**src/rtl/fixed_pred_pkg.sv**
```systemverilog
// Shared constants, types and helpers for the FLAC fixed-predictor decoder.
package fixed_pred_pkg;

    localparam int MAX_ORDER = 4;

    typedef logic [2:0] order_t;

    // Coefficients applied to h1..h4 for each predictor order 0..4.
    localparam int COEF [0:MAX_ORDER][0:3] = '{
        '{ 0,  0,  0,  0},
        '{ 1,  0,  0,  0},
        '{ 2, -1,  0,  0},
        '{ 3, -3,  1,  0},
        '{ 4, -6,  4, -1}
    };

    // Accumulator width: room for the worst-case order-4 prediction or the residual, plus one.
    function automatic int acc_w(input int sample_w, input int resid_w);
        return (((sample_w + 4) > resid_w) ? (sample_w + 4) : resid_w) + 1;
    endfunction

endpackage

```
**src/rtl/fixed_pred_core.sv**
```systemverilog
// Combinational fixed-predictor datapath: prediction, residual add and range check.
module fixed_pred_core
    import fixed_pred_pkg::*;
#(
    parameter int SAMPLE_W = 16,
    parameter int RESID_W  = 24
) (
    input  order_t              ord,
    input  logic                warm,
    input  logic [SAMPLE_W-1:0] h1,
    input  logic [SAMPLE_W-1:0] h2,
    input  logic [SAMPLE_W-1:0] h3,
    input  logic [SAMPLE_W-1:0] h4,
    input  logic [RESID_W-1:0]  resid,
    output logic [SAMPLE_W-1:0] result,
    output logic                range_err
);
    localparam int ACC_W = acc_w(SAMPLE_W, RESID_W);

    logic signed [ACC_W-1:0] h_ext [4];
    logic signed [ACC_W-1:0] pred  [MAX_ORDER+1];
    logic signed [ACC_W-1:0] pred_sel;
    logic signed [ACC_W-1:0] resid_ext;
    logic signed [ACC_W-1:0] sum;

    // Sign-extend history and residual into the accumulator width.
    always_comb begin
        h_ext[0]  = {{(ACC_W-SAMPLE_W){h1[SAMPLE_W-1]}}, h1};
        h_ext[1]  = {{(ACC_W-SAMPLE_W){h2[SAMPLE_W-1]}}, h2};
        h_ext[2]  = {{(ACC_W-SAMPLE_W){h3[SAMPLE_W-1]}}, h3};
        h_ext[3]  = {{(ACC_W-SAMPLE_W){h4[SAMPLE_W-1]}}, h4};
        resid_ext = {{(ACC_W-RESID_W){resid[RESID_W-1]}}, resid};
    end

    // Every order's prediction is formed in parallel from constant coefficients, then selected.
    always_comb begin
        for (int o = 0; o <= MAX_ORDER; o++) begin
            pred[o] = '0;
            for (int k = 0; k < 4; k++) begin
                pred[o] = pred[o] + signed'(ACC_W'(COEF[o][k])) * h_ext[k];
            end
        end
        case (ord)
            3'd1:    pred_sel = pred[1];
            3'd2:    pred_sel = pred[2];
            3'd3:    pred_sel = pred[3];
            3'd4:    pred_sel = pred[4];
            default: pred_sel = pred[0];
        endcase
    end

    // Warm-up samples pass through; the same fit check flags oversized warm-up values.
    always_comb begin
        sum       = warm ? resid_ext : (resid_ext + pred_sel);
        result    = sum[SAMPLE_W-1:0];
        range_err = !((&sum[ACC_W-1:SAMPLE_W-1]) || !(|sum[ACC_W-1:SAMPLE_W-1]));
    end

endmodule

```
**src/rtl/fixed_predictor_mc.sv**
```systemverilog
// Multi-channel FLAC fixed-predictor decoder: per-channel contexts plus one output register.
module fixed_predictor_mc
    import fixed_pred_pkg::*;
#(
    parameter int SAMPLE_W = 16,
    parameter int RESID_W  = 24,
    parameter int CHANNELS = 2,
    parameter int CH_W     = (CHANNELS > 1) ? $clog2(CHANNELS) : 1
) (
    input  logic                iClock,
    input  logic                iReset,
    input  logic                iValid,
    output logic                oReady,
    input  logic [CH_W-1:0]     iChannel,
    input  logic                iBlockStart,
    input  logic [2:0]          iOrder,
    input  logic [RESID_W-1:0]  iResidual,
    input  logic                iLast,
    output logic                oValid,
    input  logic                iReady,
    output logic [SAMPLE_W-1:0] oData,
    output logic [CH_W-1:0]     oChannel,
    output logic                oLast,
    output logic                oRangeErr
);
    order_t              order_q [CHANNELS];
    order_t              order_d [CHANNELS];
    logic [2:0]          warm_q  [CHANNELS];
    logic [2:0]          warm_d  [CHANNELS];
    logic [SAMPLE_W-1:0] h_q     [CHANNELS][4];
    logic [SAMPLE_W-1:0] h_d     [CHANNELS][4];

    logic [CHANNELS-1:0] ch_hit;
    order_t              order_sel, order_new, cur_order;
    logic [2:0]          warm_sel, cur_warm;
    logic [SAMPLE_W-1:0] h_sel [4];
    logic                accept, order_bad, in_warmup;
    logic [SAMPLE_W-1:0] core_result;
    logic                core_err;

    logic                valid_q, valid_d, last_q, last_d, err_q, err_d;
    logic [SAMPLE_W-1:0] data_q, data_d;
    logic [CH_W-1:0]     ch_q, ch_d;

    // One-hot decode of the incoming channel tag.
    for (genvar gi = 0; gi < CHANNELS; gi++) begin : g_hit
        assign ch_hit[gi] = (iChannel == CH_W'(gi));
    end

    // Fetch the addressed channel's context.
    always_comb begin
        order_sel = '0;
        warm_sel  = '0;
        for (int k = 0; k < 4; k++) h_sel[k] = '0;
        for (int c = 0; c < CHANNELS; c++) begin
            if (ch_hit[c]) begin
                order_sel = order_q[c];
                warm_sel  = warm_q[c];
                for (int k = 0; k < 4; k++) h_sel[k] = h_q[c][k];
            end
        end
    end

    // A block start overrides the stored order and warm-up count for this very beat.
    assign oReady    = !valid_q || iReady;
    assign accept    = iValid && oReady;
    assign order_bad = (iOrder > 3'(MAX_ORDER));
    assign order_new = order_bad ? order_t'(0) : iOrder;
    assign cur_order = iBlockStart ? order_new : order_sel;
    assign cur_warm  = iBlockStart ? 3'd0 : warm_sel;
    assign in_warmup = (cur_warm < cur_order);

    fixed_pred_core #(
        .SAMPLE_W (SAMPLE_W),
        .RESID_W  (RESID_W)
    ) u_core (
        .ord       (cur_order),
        .warm      (in_warmup),
        .h1        (h_sel[0]),
        .h2        (h_sel[1]),
        .h3        (h_sel[2]),
        .h4        (h_sel[3]),
        .resid     (iResidual),
        .result    (core_result),
        .range_err (core_err)
    );

    // Update only the accepted channel's context; history shifts on every accepted beat.
    always_comb begin
        for (int c = 0; c < CHANNELS; c++) begin
            order_d[c] = order_q[c];
            warm_d[c]  = warm_q[c];
            for (int k = 0; k < 4; k++) h_d[c][k] = h_q[c][k];
            if (accept && ch_hit[c]) begin
                order_d[c] = cur_order;
                warm_d[c]  = in_warmup ? (cur_warm + 3'd1) : cur_warm;
                h_d[c][3]  = h_q[c][2];
                h_d[c][2]  = h_q[c][1];
                h_d[c][1]  = h_q[c][0];
                h_d[c][0]  = core_result;
            end
        end
    end

    // Output register: load on accept, drop valid on consume, otherwise hold.
    always_comb begin
        valid_d = valid_q;
        data_d  = data_q;
        ch_d    = ch_q;
        last_d  = last_q;
        err_d   = err_q;
        if (accept) begin
            valid_d = 1'b1;
            data_d  = core_result;
            ch_d    = iChannel;
            last_d  = iLast;
            err_d   = err_q | core_err | (iBlockStart & order_bad);
        end else if (iReady) begin
            valid_d = 1'b0;
        end
    end

    // State registers with synchronous reset.
    always_ff @(posedge iClock) begin
        if (iReset) begin
            for (int c = 0; c < CHANNELS; c++) begin
                order_q[c] <= '0;
                warm_q[c]  <= '0;
                for (int k = 0; k < 4; k++) h_q[c][k] <= '0;
            end
            valid_q <= 1'b0;
            data_q  <= '0;
            ch_q    <= '0;
            last_q  <= 1'b0;
            err_q   <= 1'b0;
        end else begin
            for (int c = 0; c < CHANNELS; c++) begin
                order_q[c] <= order_d[c];
                warm_q[c]  <= warm_d[c];
                for (int k = 0; k < 4; k++) h_q[c][k] <= h_d[c][k];
            end
            valid_q <= valid_d;
            data_q  <= data_d;
            ch_q    <= ch_d;
            last_q  <= last_d;
            err_q   <= err_d;
        end
    end

    assign oValid    = valid_q;
    assign oData     = data_q;
    assign oChannel  = ch_q;
    assign oLast     = last_q;
    assign oRangeErr = err_q;

endmodule

```
**config.mk**
```make
export PLATFORM = sky130hd
export DESIGN_NAME = fixed_predictor_mc
export DESIGN_NICKNAME = d
export VERILOG_FILES = /design/src/rtl/fixed_pred_pkg.sv /design/src/rtl/fixed_pred_core.sv /design/src/rtl/fixed_predictor_mc.sv
export SDC_FILE = /design/constraint.sdc
export NUM_CORES = 1
export LEC_CHECK = 0
export CORE_MARGIN = 2
export CORE_UTILIZATION = 60
export DETAILED_ROUTE_END_ITERATION = 10
export DONT_BUFFER_PORTS = 1
export PLACE_DENSITY = 0.79
export SYNTH_ARGS = -nofsm -noshare
export SYNTH_HDL_FRONTEND = slang
export SYNTH_SLANG_ARGS = --single-unit
```
**constraint.sdc**
```tcl
create_clock -name iClock -period 11.1 [get_ports iClock]
set_input_delay 2.22 -clock iClock [delete_from_list [all_inputs] [get_ports iClock]]
set_output_delay 2.22 -clock iClock [all_outputs]
set_load 0.02 [all_outputs]
```
==> results.yml, run 1 <==
yosys:
  synth_top_family_by_area: "adder cells"
  syn_area_mm2: 0.0145
  synth.area.mux_share: 0.0561
  synth-seq-area-share: 0.277
  synth_xor_area_frac: 0.0612
  synth-main-ff-cell: "edfxtp_1"
  synth_area_per_cell_um2: 9.19
  synthCells: 1573
  synth_compound_area_frac: 0.204
  synth_enable_flop_cells: 80
  yosys.area_share.adder: 0.217
  synth_simple_gate_area_frac: 0.145
  synth_cell_types: 76
  yosys_warnings: 0
  synth_nets: 1830
  async_reset_ff_frac: 0
  synth_seq_cells: 160
run:
  cap_violations: 0
timing:
  finalCritPeriodShare: 0.958
  finalSetupViolCount: 0
  worst_clock_skew_ps: 16.8
  fmax_mhz: 94.0
  hold_violations: 0
  fin_crit_ps: 10640
  slew_viol_final: 0
  worst_slew_pin_slew_ps: 1090
  slew-limit-headroom: 0.268
clock_tree:
  hold_buffers: 0
  tritoncts: "built"
  cts_root_buf: "clkbuf_16"
  cts_buffers: 17
  cts.sinks: 160
  clock_latency_ps: 440
  htreeDepth: 4
  ctsResizeCount: 0
  clockBufferDepth: 2
  clk_pin_slew_worst_paths_ps: 70
  postCtsSetupRepairBufs: 0
global_routing:
  grt_overflow: 0
  antenna_found_initial: 0
  grt.total_usage: 0.307
  grt_max_degree: 94
  grt_first_pass_wirelength_um: 61900
  grt_pass1_vias: 11715
detailed_routing:
  drc: 0
  wl_per_cell_um: 20.4
  vias: 11922
  routed_wl_um: 38500
  postRouteAntennaNets: 0
  vias_per_cell: 6.32
  firstDrtPassIters: 5
  drt-initial-drc-count: 1020
finish:
  final_core_util: 0.655
  diodes: 0
  layout.nets: 1810
  synthToLayoutAreaGrowth_pct: 6.67
  area.sequential_mm2: 0.00400
  multiInputGateArea_mm2: 0.00995
  nFillCells: 1931
  layout-drive-gt1-share: 0.0690
floorplanning:
  core-area_mm2: 0.0235
  initial_core_util: 0.614
  die-height_um: 159
  dieArea_mm2: 0.0253
  die_w_um: 159
  std_cell_rows: 56
  num_io_pins: 55
critical_path:
  critPathLaunchType: "input port"
  reg2reg_to: "oRangeErr"
  cp_slowest_stage_delay_ps: 540
  cp.required_ps: 11410
  crit_end: "oRangeErr"
  critPathSlowestCell: "fa_1"
  cpMostUsedCell: "ha_1"
  worstSetupPathType: "input port to flop"
  arrival_ps: 10940
  end_kind: "flop"
  cp_max_fo: 75
  ff2ff_path_depth: 41
  regToRegSetupSlack_ps: 1950
  r2r-start: "h_q[0][34]"
  startpoint: "iChannel"
place:
  gp_congestion: 0.977
  numPortBuffers: 0
  dpl.hpwl_um: 29600
run_status:
  status: "finished, final reports clean"
worst_hold_path:
  hold_class: "flop to flop"
flip-flops by register name (all words and copies together), names as in the netlist:
| signal | cells |
|---|---|
| oChannel | 1 |
| oRangeErr | 1 |
| oValid | 1 |
| order_q | 6 |
| oLast | 1 |
| oData | 16 |
| h_q | 128 |
| warm_q | 6 |
area by class of cell:
class                   count  area share
well taps                 319      0.0259
multi-input cells        1267       0.645
clock buffers              17      0.0276
repair buffers             13     0.00633
flip-flops and latches    160       0.260
clock inverters            15      0.0124
inverters                  94      0.0229
per-stage QoR:
stage,setup WS [ps],hold WS (ps),std cells,instance area (µm²),setup TNS [ps]
2_1_floorplan,125,425,1573,14500,0
3_3_place_gp,431,436,1853,14800,0
3_5_place_dp,60.1,444,1853,14800,0
4_1_cts,469,461,1885,15400,0
5_1_grt,-15.1,488,1885,15400,-15.1
6_report,465,456,1885,15400,0
critical path: cells and delay by family:
kind                     cells  cell delay [ps]
adder cells (fa/ha/maj)      7             2430
AO/OA/AOI/OAI               21             3890
XOR/XNOR                     4              530
buffers and inverters        1               50
multiplexers                 1              400
AND/OR/NAND/NOR              7             1380
layout by cell type, fill, tap and decap left out, types with 14 or more instances in the layout:
| master | netlist | final |
|---|---|---|
| a211oi_1 | 37 | 36 |
| a21o_1 | 33 | 33 |
| a21oi_1 | 104 | 103 |
| a22o_1 | 50 | 50 |
| clkbuf_16 | 0 | 17 |
| dfxtp_1 | 80 | 80 |
| edfxtp_1 | 80 | 80 |
| fa_1 | 46 | 46 |
| ha_1 | 177 | 177 |
| inv_1 | 92 | 92 |
| mux2_2 | 29 | 29 |
| mux2i_1 | 47 | 44 |
| nand2_1 | 87 | 87 |
| nand2b_1 | 19 | 19 |
| nand3_1 | 19 | 19 |
| nor2_1 | 150 | 149 |
| nor2b_1 | 66 | 66 |
| nor3_1 | 25 | 24 |
| o211ai_1 | 15 | 15 |
| o21a_1 | 14 | 14 |
| o21ai_0 | 86 | 86 |
| o21bai_1 | 16 | 15 |
| xnor2_1 | 70 | 70 |
| xor2_1 | 31 | 31 |
synthesized netlist by cell type, types with 6 or more instances:
| cell | number | share of area |
|---|---|---|
| a211oi_1 | 37 | 0.019 |
| a21boi_0 | 6 | 0.0031 |
| a21o_1 | 33 | 0.017 |
| a21oi_1 | 104 | 0.036 |
| a22o_1 | 50 | 0.030 |
| a22oi_1 | 6 | 0.0031 |
| a31oi_1 | 8 | 0.0035 |
| and2_1 | 8 | 0.0035 |
| and3_1 | 7 | 0.0030 |
| and4_1 | 7 | 0.0042 |
| clkbuf_1 | 44 | 0.011 |
| dfxtp_1 | 80 | 0.11 |
| edfxtp_1 | 80 | 0.17 |
| fa_1 | 46 | 0.064 |
| ha_1 | 177 | 0.15 |
| inv_1 | 92 | 0.024 |
| mux2_2 | 29 | 0.023 |
| mux2i_1 | 47 | 0.033 |
| nand2_1 | 87 | 0.023 |
| nand2b_1 | 19 | 0.0082 |
| nand3_1 | 19 | 0.0066 |
| nand4_1 | 8 | 0.0035 |
| nor2_1 | 150 | 0.039 |
| nor2b_1 | 66 | 0.029 |
| nor3_1 | 25 | 0.0087 |
| nor4_1 | 8 | 0.0035 |
| o211ai_1 | 15 | 0.0078 |
| o21a_1 | 14 | 0.0073 |
| o21ai_0 | 86 | 0.030 |
| o21bai_1 | 16 | 0.0083 |
| o31ai_1 | 8 | 0.0042 |
| or3_1 | 7 | 0.0030 |
| xnor2_1 | 70 | 0.042 |
| xor2_1 | 31 | 0.019 |
kinds of logic (layout without fill, tap and decap cells):
group,Yosys count,after routing
AOI/OAI and AO/OA,434,434
and+or+nand+nor,432,432
adders and majority gates,223,223
DFF,160,160
buffers and inverters,146,139
xor gates and xnor gates,101,101
muxes,77,77
layer usage:
metal | GRT usage | wire length, µm | up-vias
met4 | 0.0798 | 664 | 0
met2 | 0.485 | 17200 | 457
met5 | 0 | 0 | -
met1 | 0.431 | 17400 | 5710
li1 | - | - | 5699
met3 | 0.0620 | 3240 | 56
worst min-delay path by stage:
stage	start	to	slack (ps)	depth (start not counted)
finish	order_q[0][5]	order_q[0][5]	460	2
global route	warm_q[0][5]	warm_q[0][5]	490	2
CTS	order_q[0][5]	order_q[0][5]	460	2
detailed placement	order_q[0][5]	order_q[0][5]	440	2
global placement	warm_q[0][5]	warm_q[0][5]	440	2
floorplan	order_q[0][4]	order_q[0][4]	420	2
Power of run 1 is left out: the tool's default activity adds up to more than one toggle a clock period on the data nets, which glitch-free logic cannot reach.
==> run 2, diff against run 1 <==
--- a/config.mk
+++ b/config.mk
@@ -9,6 +9,7 @@
 export CORE_UTILIZATION = 60
 export DETAILED_ROUTE_END_ITERATION = 10
 export DONT_BUFFER_PORTS = 1
+export GPL_ROUTABILITY_DRIVEN = 0
 export PLACE_DENSITY = 0.79
 export SYNTH_ARGS = -nofsm -noshare
 export SYNTH_HDL_FRONTEND = slang
==> run 2 against run 1 <==
  * Count of clock-buffer cells in the layout did not move
  * Largest cell class unchanged
  * Critical path depth down 1
  * Critical endpoint unchanged
  * Core utilization shrank 0.28 points
==> results.yml, run 2 (synthesis gave the netlist of run 1 again) <==
clock_tree:
  clock_latency_ps: 450
  htreeDepth: 4
  clk_pin_slew_worst_paths_ps: 80
  cts_root_buf: "clkbuf_16"
  cts.sinks: 160
  cts_buffers: 17
  tritoncts: "built"
  postCtsSetupRepairBufs: 0
  clockBufferDepth: 2
critical_path:
  end_kind: "flop"
  ff2ff_path_depth: 40
  cp.depth: 40
  critPathLaunchType: "input port"
  cp_max_fo: 75
  worstSetupPathType: "input port to flop"
  critPathBufInv: 2
  cp_slowest_stage_delay_ps: 540
  critPathTopFamily: "compound AO/OA/AOI/OAI gates"
  critPathSlowestCell: "fa_1"
  cp.required_ps: 11420
  arrival_ps: 10960
timing:
  worst_slew_pin_slew_ps: 1200
  finalSetupViolCount: 0
  hold_violations: 0
  fin_crit_ps: 10640
  setup_slack_ps: 460
  finalSetupTns_ps: 0
  slew_viol_final: 0
  rsz0062_at_grt: "false"
  fmax_mhz: 94.0
  worst_clock_skew_ps: 16.5
  finalCritPeriodShare: 0.959
  slew-limit-headroom: 0.199
floorplanning:
  dieArea_mm2: 0.0253
  die-height_um: 159
  std_cell_rows: 56
  core-area_mm2: 0.0235
  die_w_um: 159
  num_io_pins: 55
  initial_core_util: 0.614
finish:
  regMostFlops: "h_q"
  stdcell_count: 1882
  final_cell_mix: "177 x ha_1, 149 x nor2_1, 102 x a21oi_1"
  layout-drive-gt1-share: 0.0653
  largest_reg_flops: 128
  mostFrequentLayoutCell: "ha_1"
  finalInstanceArea_mm2: 0.0154
  synthToLayoutAreaGrowth_pct: 6.22
  diodes: 0
  layout.nets: 1807
place:
  numPortBuffers: 0
  dp.cells: 1850
  pre_cts_ws_ps: 48.0
  dpl.hpwl_um: 29300
  post_dp_cell_area_mm2: 0.0147
detailed_routing:
  firstDrtPassIters: 5
  routed_wl_um: 39100
  drt-initial-drc-count: 1149
  vias_per_cell: 6.49
  wl_per_cell_um: 20.8
  vias: 12214
  drc: 0
  postRouteAntennaNets: 0
worst_hold_path:
  holdPathStages: 2
  hold_class: "flop to flop"
run:
  cap_violations: 0
global_routing:
  antenna_found_initial: 0
  grt_overflow: 0
  grt.total_usage: 0.308
  grt_first_pass_wirelength_um: 62800
  grt_pass1_vias: 12152
  grt_max_degree: 94
run_status:
  status: "finished, final reports clean"
-- run 2: cell count changes in the layout (fill, tap and decap cells not counted), moves of 2 or more --
cell / change
buf_4: -3
clkinv_8: -3
inv_6: -3
inv_8: +3
o21ai_0: -2
o21ai_1: +2
-- run 2: area by class of cell --
cell class	instances	area, µm²
clock buffers	17	425
clock inverters	15	173
fillers	1918	8190
inverters	94	353
multi-input cells	1267	9920
flip-flops and latches	160	4000
well taps	319	399
repair buffers	10	75.1
-- run 2: layer usage --
layer  up-vias  share of wire  track usage
met1      5817           0.43        0.420
met4         0          0.025       0.0843
met3        92          0.095       0.0607
met5         -              0            0
met2       616           0.45        0.503
li1       5689              -            -
-- run 2: timing repair --
action / in CTS / in global routing
hold buffers: 0 / 0
resized for setup: 0 / 6
endpoints found under the setup margin: 0 / 1
-- run 2: final timing paths --
check,from,end,slack [ps]
max,iChannel,oRangeErr,460
min reg2reg,warm_q[0][4],warm_q[0][4],460
min,warm_q[0][4],warm_q[0][4],460
max reg2reg,h_q[0][37],oRangeErr,1890
-- run 2: per-stage QoR --
stage	util	hold WS [ps]
2_1_floorplan	-	425
3_3_place_gp	0.626	433
3_5_place_dp	0.626	446
4_1_cts	0.651	462
5_1_grt	0.652	494
6_report	0.652	461
-- run 2: worst min-delay path: stages, from the launching register on --
cell     delay [ps]
dfxtp_1         330
nand2_1          40
o21ai_0          50
Power of run 2 is left out for the same reason.
